==> src/rtl/uart_pkg.sv <==
// Shared UART datapath types: frame phases, latched frame configuration and
// data-length legality helpers.
package uart_pkg;

  localparam int MIN_DATA_BITS      = 5;
  localparam int DEFAULT_OVERSAMPLE = 16;

  typedef enum logic [2:0] {
    IDLE   = 3'd0,
    START  = 3'd1,
    DATA   = 3'd2,
    PARITY = 3'd3,
    STOP   = 3'd4
  } frame_phase_e;

  typedef struct packed {
    logic [3:0] data_bits;
    logic       parity_en;
    logic       stop2;
  } frame_cfg_t;

  function automatic logic data_bits_illegal(input logic [3:0] bits, input logic [3:0] max_bits);
    return (bits < 4'(MIN_DATA_BITS)) || (bits > max_bits);
  endfunction

  // Out-of-range lengths snap to the nearest legal length.
  function automatic logic [3:0] clamp_data_bits(input logic [3:0] bits, input logic [3:0] max_bits);
    if (bits < 4'(MIN_DATA_BITS)) begin
      return 4'(MIN_DATA_BITS);
    end
    if (bits > max_bits) begin
      return max_bits;
    end
    return bits;
  endfunction

endpackage

==> src/rtl/uart_frame_sequencer_if.sv <==
// Control/status bundle between a frame sequencer and its controller; the
// controller side drives frame requests and configuration.
interface uart_frame_sequencer_if #(
  parameter int OVERSAMPLE  = uart_pkg::DEFAULT_OVERSAMPLE,
  parameter int FRAME_CNT_W = 4
);

  logic                          enable;
  logic                          frame_start;
  logic                          abort;
  logic [3:0]                    cfg_data_bits;
  logic                          cfg_parity_en;
  logic                          cfg_stop2;

  logic                          busy;
  logic [2:0]                    phase;
  logic [3:0]                    bit_index;
  logic [$clog2(OVERSAMPLE)-1:0] tick_count;
  logic                          sample_strobe;
  logic                          shift_strobe;
  logic                          frame_done;
  logic [FRAME_CNT_W-1:0]        frame_count;
  logic                          limit_wrap;
  logic                          cfg_error;

  modport master (
    output enable, frame_start, abort, cfg_data_bits, cfg_parity_en, cfg_stop2,
    input  busy, phase, bit_index, tick_count, sample_strobe, shift_strobe,
           frame_done, frame_count, limit_wrap, cfg_error
  );

  modport slave (
    input  enable, frame_start, abort, cfg_data_bits, cfg_parity_en, cfg_stop2,
    output busy, phase, bit_index, tick_count, sample_strobe, shift_strobe,
           frame_done, frame_count, limit_wrap, cfg_error
  );

endinterface

==> src/rtl/uart_tick_counter.sv <==
// Oversample tick counter within one UART bit, with mid-bit sample and
// end-of-bit shift strobe decode.
module uart_tick_counter #(
  parameter int OVERSAMPLE   = 16,
  parameter int SAMPLE_POINT = OVERSAMPLE / 2
) (
  input  logic                          baud_clk,
  input  logic                          rst_n,
  input  logic                          enable,
  input  logic                          active,
  input  logic                          clear,
  output logic [$clog2(OVERSAMPLE)-1:0] tick_count,
  output logic                          sample_strobe,
  output logic                          shift_strobe
);

  localparam int TICK_W = $clog2(OVERSAMPLE);
  localparam logic [TICK_W-1:0] SAMPLE_TICK = TICK_W'(SAMPLE_POINT);
  localparam logic [TICK_W-1:0] LAST_TICK   = TICK_W'(OVERSAMPLE - 1);

  logic [TICK_W-1:0] tick_reg;
  logic              counting;

  assign counting = enable && active;

  always_ff @(posedge baud_clk or negedge rst_n) begin
    if (!rst_n) begin
      tick_reg <= '0;
    end else if (clear) begin
      tick_reg <= '0;
    end else if (counting) begin
      tick_reg <= (tick_reg == LAST_TICK) ? '0 : tick_reg + 1'b1;
    end
  end

  // Strobes decode the held count, so a disabled cycle can never fire one.
  assign tick_count    = tick_reg;
  assign sample_strobe = counting && (tick_reg == SAMPLE_TICK);
  assign shift_strobe  = counting && (tick_reg == LAST_TICK);

endmodule

==> src/rtl/uart_frame_sequencer.sv <==
// Frame/bit sequencer for the UART TX shifter and RX sampler: phase FSM,
// per-frame latched configuration and a wrapping completed-frame counter.
module uart_frame_sequencer
  import uart_pkg::*;
#(
  parameter int OVERSAMPLE    = DEFAULT_OVERSAMPLE,
  parameter int SAMPLE_POINT  = OVERSAMPLE / 2,
  parameter int MAX_DATA_BITS = 9,
  parameter int FRAME_CNT_W   = 4,
  parameter int FRAME_LIMIT   = 10
) (
  input  logic                  baud_clk,
  input  logic                  rst_n,
  uart_frame_sequencer_if.slave seq
);

  localparam int TICK_W = $clog2(OVERSAMPLE);
  localparam logic [3:0]             MAX_BITS   = 4'(MAX_DATA_BITS);
  localparam logic [FRAME_CNT_W-1:0] LAST_COUNT = FRAME_CNT_W'(FRAME_LIMIT - 1);

  frame_phase_e           phase_reg;
  logic [3:0]             bit_index_reg;
  logic [FRAME_CNT_W-1:0] frame_count_reg;
  frame_cfg_t             cfg_reg;
  frame_cfg_t             cfg_next;

  logic              active;
  logic [TICK_W-1:0] tick_count;
  logic              sample_strobe;
  logic              shift_strobe;
  logic              last_data_bit;
  logic              last_stop_bit;
  logic              frame_end;
  logic              accept;

  uart_tick_counter #(
    .OVERSAMPLE   (OVERSAMPLE),
    .SAMPLE_POINT (SAMPLE_POINT)
  ) u_tick (
    .baud_clk      (baud_clk),
    .rst_n         (rst_n),
    .enable        (seq.enable),
    .active        (active),
    .clear         (seq.abort),
    .tick_count    (tick_count),
    .sample_strobe (sample_strobe),
    .shift_strobe  (shift_strobe)
  );

  assign active        = (phase_reg != IDLE);
  assign last_data_bit = (bit_index_reg == cfg_reg.data_bits - 4'd1);
  assign last_stop_bit = (bit_index_reg == {3'b000, cfg_reg.stop2});
  assign frame_end     = shift_strobe && (phase_reg == STOP) && last_stop_bit;

  // A new frame is taken from IDLE or on the very last stop tick (back-to-back).
  assign accept = seq.enable && !seq.abort && seq.frame_start &&
                  ((phase_reg == IDLE) || frame_end);

  assign cfg_next.data_bits = clamp_data_bits(seq.cfg_data_bits, MAX_BITS);
  assign cfg_next.parity_en = seq.cfg_parity_en;
  assign cfg_next.stop2     = seq.cfg_stop2;

  always_ff @(posedge baud_clk or negedge rst_n) begin
    if (!rst_n) begin
      phase_reg       <= IDLE;
      bit_index_reg   <= '0;
      frame_count_reg <= '0;
      cfg_reg         <= '0;
    end else begin
      // A frame finishing under abort still counts; abort only blocks the restart.
      if (frame_end) begin
        frame_count_reg <= (frame_count_reg == LAST_COUNT) ? '0 : frame_count_reg + 1'b1;
      end
      if (seq.abort) begin
        phase_reg     <= IDLE;
        bit_index_reg <= '0;
      end else if (accept) begin
        phase_reg     <= START;
        bit_index_reg <= '0;
        cfg_reg       <= cfg_next;
      end else if (shift_strobe) begin
        case (phase_reg)
          START: begin
            phase_reg     <= DATA;
            bit_index_reg <= '0;
          end
          DATA: begin
            if (last_data_bit) begin
              phase_reg     <= cfg_reg.parity_en ? PARITY : STOP;
              bit_index_reg <= '0;
            end else begin
              bit_index_reg <= bit_index_reg + 1'b1;
            end
          end
          PARITY: begin
            phase_reg     <= STOP;
            bit_index_reg <= '0;
          end
          STOP: begin
            if (last_stop_bit) begin
              phase_reg     <= IDLE;
              bit_index_reg <= '0;
            end else begin
              bit_index_reg <= bit_index_reg + 1'b1;
            end
          end
          default: begin
            phase_reg     <= IDLE;
            bit_index_reg <= '0;
          end
        endcase
      end
    end
  end

  assign seq.busy          = active;
  assign seq.phase         = phase_reg;
  assign seq.bit_index     = bit_index_reg;
  assign seq.tick_count    = tick_count;
  assign seq.sample_strobe = sample_strobe;
  assign seq.shift_strobe  = shift_strobe;
  assign seq.frame_done    = frame_end;
  assign seq.frame_count   = frame_count_reg;
  assign seq.limit_wrap    = frame_end && (frame_count_reg == LAST_COUNT);
  assign seq.cfg_error     = accept && data_bits_illegal(seq.cfg_data_bits, MAX_BITS);

endmodule

==> src/flat_wrapper.sv <==
// flat-port wrapper written by rule: the top's interface ports become plain ports
module uart_frame_sequencer_flat import uart_pkg::*;
#(
  parameter int OVERSAMPLE    = DEFAULT_OVERSAMPLE,
  parameter int SAMPLE_POINT  = OVERSAMPLE / 2,
  parameter int MAX_DATA_BITS = 9,
  parameter int FRAME_CNT_W   = 4,
  parameter int FRAME_LIMIT   = 10
)
  (baud_clk, rst_n, seq_enable, seq_frame_start, seq_abort, seq_cfg_data_bits, seq_cfg_parity_en, seq_cfg_stop2, seq_busy, seq_phase, seq_bit_index, seq_tick_count, seq_sample_strobe, seq_shift_strobe, seq_frame_done, seq_frame_count, seq_limit_wrap, seq_cfg_error);
  uart_frame_sequencer_if #(.OVERSAMPLE(OVERSAMPLE), .FRAME_CNT_W(FRAME_CNT_W)) seq_i ();
  input  logic baud_clk;
  input  logic rst_n;
  input wire logic [$bits(seq_i.enable)-1:0] seq_enable;
  input wire logic [$bits(seq_i.frame_start)-1:0] seq_frame_start;
  input wire logic [$bits(seq_i.abort)-1:0] seq_abort;
  input wire logic [$bits(seq_i.cfg_data_bits)-1:0] seq_cfg_data_bits;
  input wire logic [$bits(seq_i.cfg_parity_en)-1:0] seq_cfg_parity_en;
  input wire logic [$bits(seq_i.cfg_stop2)-1:0] seq_cfg_stop2;
  output wire logic [$bits(seq_i.busy)-1:0] seq_busy;
  output wire logic [$bits(seq_i.phase)-1:0] seq_phase;
  output wire logic [$bits(seq_i.bit_index)-1:0] seq_bit_index;
  output wire logic [$bits(seq_i.tick_count)-1:0] seq_tick_count;
  output wire logic [$bits(seq_i.sample_strobe)-1:0] seq_sample_strobe;
  output wire logic [$bits(seq_i.shift_strobe)-1:0] seq_shift_strobe;
  output wire logic [$bits(seq_i.frame_done)-1:0] seq_frame_done;
  output wire logic [$bits(seq_i.frame_count)-1:0] seq_frame_count;
  output wire logic [$bits(seq_i.limit_wrap)-1:0] seq_limit_wrap;
  output wire logic [$bits(seq_i.cfg_error)-1:0] seq_cfg_error;
  assign seq_i.enable = seq_enable;
  assign seq_i.frame_start = seq_frame_start;
  assign seq_i.abort = seq_abort;
  assign seq_i.cfg_data_bits = seq_cfg_data_bits;
  assign seq_i.cfg_parity_en = seq_cfg_parity_en;
  assign seq_i.cfg_stop2 = seq_cfg_stop2;
  assign seq_busy = seq_i.busy;
  assign seq_phase = seq_i.phase;
  assign seq_bit_index = seq_i.bit_index;
  assign seq_tick_count = seq_i.tick_count;
  assign seq_sample_strobe = seq_i.sample_strobe;
  assign seq_shift_strobe = seq_i.shift_strobe;
  assign seq_frame_done = seq_i.frame_done;
  assign seq_frame_count = seq_i.frame_count;
  assign seq_limit_wrap = seq_i.limit_wrap;
  assign seq_cfg_error = seq_i.cfg_error;
  uart_frame_sequencer #(.OVERSAMPLE(OVERSAMPLE), .SAMPLE_POINT(SAMPLE_POINT), .MAX_DATA_BITS(MAX_DATA_BITS), .FRAME_CNT_W(FRAME_CNT_W), .FRAME_LIMIT(FRAME_LIMIT)) u_core (.baud_clk(baud_clk), .rst_n(rst_n), .seq(seq_i));
endmodule
==> config.mk <==
export PLATFORM = sky130hd
export DESIGN_NAME = uart_frame_sequencer_flat
export DESIGN_NICKNAME = d
export VERILOG_FILES = /design/src/rtl/uart_pkg.sv /design/src/rtl/uart_frame_sequencer_if.sv /design/src/rtl/uart_tick_counter.sv /design/src/rtl/uart_frame_sequencer.sv /design/src/flat_wrapper.sv
export SDC_FILE = /design/constraint.sdc
export NUM_CORES = 1
export LEC_CHECK = 0
export CAP_MARGIN = 20
export CORE_MARGIN = 8
export CORE_UTILIZATION = 30
export CTS_CLUSTER_DIAMETER = 80
export DETAILED_ROUTE_END_ITERATION = 7
export PLACE_DENSITY_LB_ADDON = 0.3
export SYNTH_ARGS = -nofsm -noshare
export SYNTH_HDL_FRONTEND = slang
export SYNTH_HIERARCHICAL = 1
export SYNTH_SLANG_ARGS = --single-unit
==> constraint.sdc <==
create_clock -name baud_clk -period 2.6 [get_ports baud_clk]
set_input_delay 0.52 -clock baud_clk [delete_from_list [all_inputs] [get_ports baud_clk]]
set_output_delay 0.52 -clock baud_clk [all_outputs]
set_load 0.02 [all_outputs]
# After elaboration in Yosys (flattened, before gate mapping)
# Index checks and enable logic that the tools add are counted.
# classes
muxes	24
n_eq_ne	11
n_reduce_logical	19
bitwise_logic	1
div	0
addsub	4
magnitude_cmp	2
shift	0
multipliers	0
# op_table
operator	count
2-to-1 mux 4 bit	13
2-to-1 mux 3 bit	6
adder 4 x 1 -> 4 bit (second input constant)	3
== test 4 bit (second input constant)	3
one-hot mux 3 bit (4 select lines)	1
logical AND 1 bit	10
inequality test 4 x 2 -> 1 bit (second input constant)	2
one-hot mux 4 bit (2 select lines)	1
== test 3 x 2 -> 1 bit (second input constant)	2
nonzero test 3 bit	2
== test 4 x 1 -> 1 bit	1
== test 4 bit	1
> comparator 4 bit (second input constant)	1
< comparator 4 x 3 -> 1 bit (second input constant)	1
subtractor 4 x 1 -> 4 bit (second input constant)	1
== test 3 x 1 -> 1 bit (second input constant)	1
== test 3 bit (second input constant)	1
logical NOT 3 bit	1
2-to-1 mux 1 bit	3
AND reduction 3 bit	1
logical OR 1 bit	2
AND reduction 2 bit	1
nonzero test 2 bit	1
logical NOT 1 bit	1
NOT 1 bit	1
# word_totals
mem_bits_ro	0
memories	0
input_bits	11
output_inout_bits	21
regBits	21
latch_bits	0
ramBits	0
word_cells	68

# Longest topological paths before layout
# logic_depth
ltp_word	9
mapped_depth	10
mapped_depth_nobuf	9

# By module
# Netlist, hierarchy kept.
# modules_own_cells
mod	seq_area_each_um2	cells_each	instances	area_each_um2
uart_frame_sequencer	425.4	112	1	1082.3
uart_tick_counter	100.1	27	1	227.7

# Worst setup path after synthesis
# OpenSTA, ideal clock, no wires.
# synth_path
path_kind	register to output
start	reg u_core.phase_reg[2], in the netlist u_core/seq.phase[2]
end	out seq_limit_wrap
t_required_ns	2.080
setup_slack_ns	-0.937
stages_incl_launch_ff	9
arrival_ns	3.017
cell_sequence	dfrtp_1 inv_1 nand2_1 nand2_1 nor2_1 inv_1 nor4_4 nand2_1 nor3_1
# synth_between
elab_chain_cells	6
# synth_rtl
item	line_no	source
start, declared	uart_frame_sequencer.sv:21	frame_phase_e phase_reg;
start signal, assigned	uart_frame_sequencer.sv:89	phase_reg <= cfg_reg.parity_en ? PARITY : STOP;
nonzero test 3 bit	uart_frame_sequencer.sv:50	assign active = (phase_reg != IDLE);
net seq_busy	flat_wrapper.sv:20	output wire logic [$bits(seq_i.busy)-1:0] seq_busy;
logical AND 1 bit	uart_tick_counter.sv:24	assign counting = enable && active;
logical AND 1 bit	uart_tick_counter.sv:39	assign shift_strobe = counting && (tick_reg == LAST_TICK);
net seq_shift_strobe	flat_wrapper.sv:25	output wire logic [$bits(seq_i.shift_strobe)-1:0] seq_shift_strobe;
logical AND 1 bit (2 in a row)	uart_frame_sequencer.sv:53	assign frame_end = shift_strobe && (phase_reg == STOP) && last_stop_bit;
net seq_frame_done	flat_wrapper.sv:26	output wire logic [$bits(seq_i.frame_done)-1:0] seq_frame_done;
logical AND 1 bit	uart_frame_sequencer.sv:124	assign seq.limit_wrap = frame_end && (frame_count_reg == LAST_COUNT);
end, declared	flat_wrapper.sv:28	output wire logic [$bits(seq_i.limit_wrap)-1:0] seq_limit_wrap;
# The timed path passes the listed nets, and every way through them passes these cells.

# Final worst setup path
# layout_path
start	in seq_enable
end	out seq_cfg_error
# layout_between
elab_chain_cells	7
# layout_rtl
item	line_no	source
start, declared	flat_wrapper.sv:14	input wire logic [$bits(seq_i.enable)-1:0] seq_enable;
logical AND 1 bit	uart_tick_counter.sv:24	
logical AND 1 bit	uart_tick_counter.sv:39	
logical AND 1 bit (2 in a row)	uart_frame_sequencer.sv:53	
logical OR 1 bit	uart_frame_sequencer.sv:57	((phase_reg == IDLE) || frame_end);
logical AND 1 bit *	uart_frame_sequencer.sv:56	assign accept = seq.enable && !seq.abort && seq.frame_start &&
logical AND 1 bit *	uart_frame_sequencer.sv:125	assign seq.cfg_error = accept && data_bits_illegal(seq.cfg_data_bits, MAX_BITS);
end, declared	flat_wrapper.sv:29	output wire logic [$bits(seq_i.cfg_error)-1:0] seq_cfg_error;
# Every way passes the cells marked *; elsewhere a longest branch is shown, timed or not.

==> results.cfg <==
[clock_tree]
cts_tree = built
htree_levels = 1
post_cts_buffers = 0
cts_max_path_buffers = 2
cts_sinks = 21
cts-buffers-inserted = 3
clock_latency_ns = 0.26
root_buffer = clkbuf_8
hold_buffers = 0
clkTransAtPathRegs_ns = 0.07

[synthesis]
ys_types = 44
syn_inst = 139
ys_top_cells_by_area = dfrtp_1 40%, xnor2_1 5.3%, nand2_1 4.9%
synthArstFlopShare_pct = 100
post_synth.cell_area_avg_um2 = 9.42
syn_nets = 154
netlist_area_um2 = 1310
ys_seq_elements = 21
synth.top_cell.area_share_pct = 40.1
synth-edff-count = 0
synth_top_area_cell = dfrtp_1
synth_warnings = 6
ys_seq_area_share_pct = 40.1
synth_top_flop_cell = dfrtp_1

[sta]
drv_slew = 0
rsz0062_at_grt = yes
worst_slack_ns = 0.0608
timing.slew.headroom_pct = 71.6
clock_skew_ns = 0.00930
fmax_ghz = 0.394
min_period_ns = 2.54
worstMarginPinSlew_ns = 0.423
hold_violations = 0
finalCritPeriodShare_pct = 97.7
finalSetupViolations = 0

[layout]
nets = 211
drive_gt1_share_pct = 26.2
fin_cells = 247
largest_register_ffs = 6
diodes = 0
area_growth_pct = 45.6
final_util_pct = 44.4
stdcell_area_um2 = 1910

[die]
io_pins = 32
die_h_um = 82.1
die_w_um = 82.1
core_um2 = 4290
dieArea_um2 = 6740
rows = 24
start_util_pct = 30.5

[global_route]
grt-ovfl-total = 0
grt_max_degree = 22
grt.total_usage_pct = 10.8
grt_pass1_wl_mm = 5.78
antenna_found_initial = 0
grt_pass1_vias = 1229

[hold_path]
worstHoldEndpoint = u_core/seq.frame_count[2]
hold_depth = 1
min_path_type = reg -> reg
min-delay-start = u_core/seq.frame_count[2]

[setup_path]
cp.required_ns = 2.08
cp-start-kind = primary input
r2r_slack_ns = 0.57
worstReg2RegEnd = u_core/cfg_reg[1]
reg2reg_from = u_core/seq.bit_index[1]
endpoint_kind = output pin
crit_type = in -> out
cp_max_fo = 4
reg2reg_depth = 6
crit_arrival_ns = 2.02

[detailed_routing]
dr.pass1.iters = 4
viasPerCell = 4.83
vias = 1192
wl_per_cell_um = 13.8
drt_drc_violations_left = 0
antenna_left = 0
drt-total-wl_mm = 3.42
drt-initial-drc-count = 69

[place]
placedCellCount = 243
dpl_cell_area_um2 = 1870
hpwl_mm = 2.77
place_worst_setup_slack_ns = -0.371
numPortBuffers = 31
routabilityCongestion = 0.847

[power]
peakVddDrop_uv = 231
p_leak_nw = 0.805
pwr_density_cell_nw_per_um2 = 383

[run]
maxCapViolCount = 0

[status]
status = finished, final reports clean
==> placed cells by master, fill, tap and decap left out, drive strengths merged, types with 2 or more instances in the layout <==
| cell type | instances |
|---|---|
| a21o | 2 |
| nor3 | 5 |
| inv | 9 |
| buf | 26 |
| mux2i | 2 |
| clkbuf | 5 |
| nand2 | 17 |
| mux2 | 4 |
| nor2 | 9 |
| nand3 | 6 |
| ha | 4 |
| a21oi | 10 |
| dfrtp | 21 |
| clkdlybuf4s50 | 27 |
| xor2 | 4 |
| a211o | 2 |
| xnor2 | 8 |
| a22o | 2 |
| nand2b | 2 |
| o21ai | 8 |
==> cells in the mapped netlist, drive strengths merged (2+ instances only) <==
cell / count
a211o: 2
a21o: 2
a21oi: 10
a22o: 2
buf: 3
dfrtp: 21
ha: 4
inv: 9
mux2: 4
mux2i: 2
nand2: 17
nand2b: 2
nand3: 6
nor2: 9
nor3: 5
o21ai: 8
xnor2: 8
xor2: 4
==> worst max-delay path by stage <==
stage,from,to,slack (ns)
after floorplan,u_core/seq.phase[1],seq_limit_wrap,0.03
after global placement,seq_enable,seq_cfg_error,-0.33
after detailed placement,seq_enable,seq_cfg_error,-0.37
after CTS,seq_enable,seq_cfg_error,-0.04
after global routing,seq_enable,seq_cfg_error,-0.03
final,seq_enable,seq_cfg_error,0.06
==> per-stage QoR <==
step	hold WS (ns)	TNS, ns	power (mW)
global route	0.544	-0.0262	0.776
finish	0.513	0	0.730
detailed placement	0.500	-0.916	0.524
CTS	0.514	-0.0411	0.740
floorplan	0.224	0	0.462
global placement	0.502	-0.783	0.520
==> what timing repair did <==
item	CTS	global route
pin swaps	0	1
endpoints found under the setup margin	3	4
gates cloned	0	0
gates resized for setup	7	6
==> power by group <==
group	total, mW	switching, mW	internal, mW
sequential	0.364	0.0169	0.347
clock	0.213	0.104	0.109
combinational	0.153	0.0767	0.0765
total	0.730	0.198	0.532
==> kinds of logic after synthesis <==
kind of cell             synth area share, %
AO/OA/AOI/OAI                           17.9
XOR/XNOR                                8.02
adder cells (fa/ha/maj)                 3.82
buffers and inverters                   4.39
flip-flops                              40.1
multiplexers                            4.97
AND/OR/NAND/NOR                         20.8
==> worst max-delay path: stages <==
cell             delay, ns
clkdlybuf4s50_1       0.49
nand2_1               0.11
nor2_4                0.15
nand3_2               0.12
a211oi_4              0.30
o211a_1               0.17
buf_2                 0.15
==> metal layers <==
metal  GRT usage [%]  vias up  wire [um]
met5               0        -          0
met4            2.11        0         13
met3            2.95        2        224
met2            19.0       26       1710
met1            12.7      562       1470
li1                -      602          -
==> final cells by class <==
cell class,instances,area [um^2]
Fill cell,401,2390
Sequential cell,21,529
Clock buffer,4,45.0
Inverter,9,33.8
Tap cell,52,65.1
Multi-Input combinational cell,106,756
Timing Repair Buffer,55,478
(Power assumes the default switching activity.)
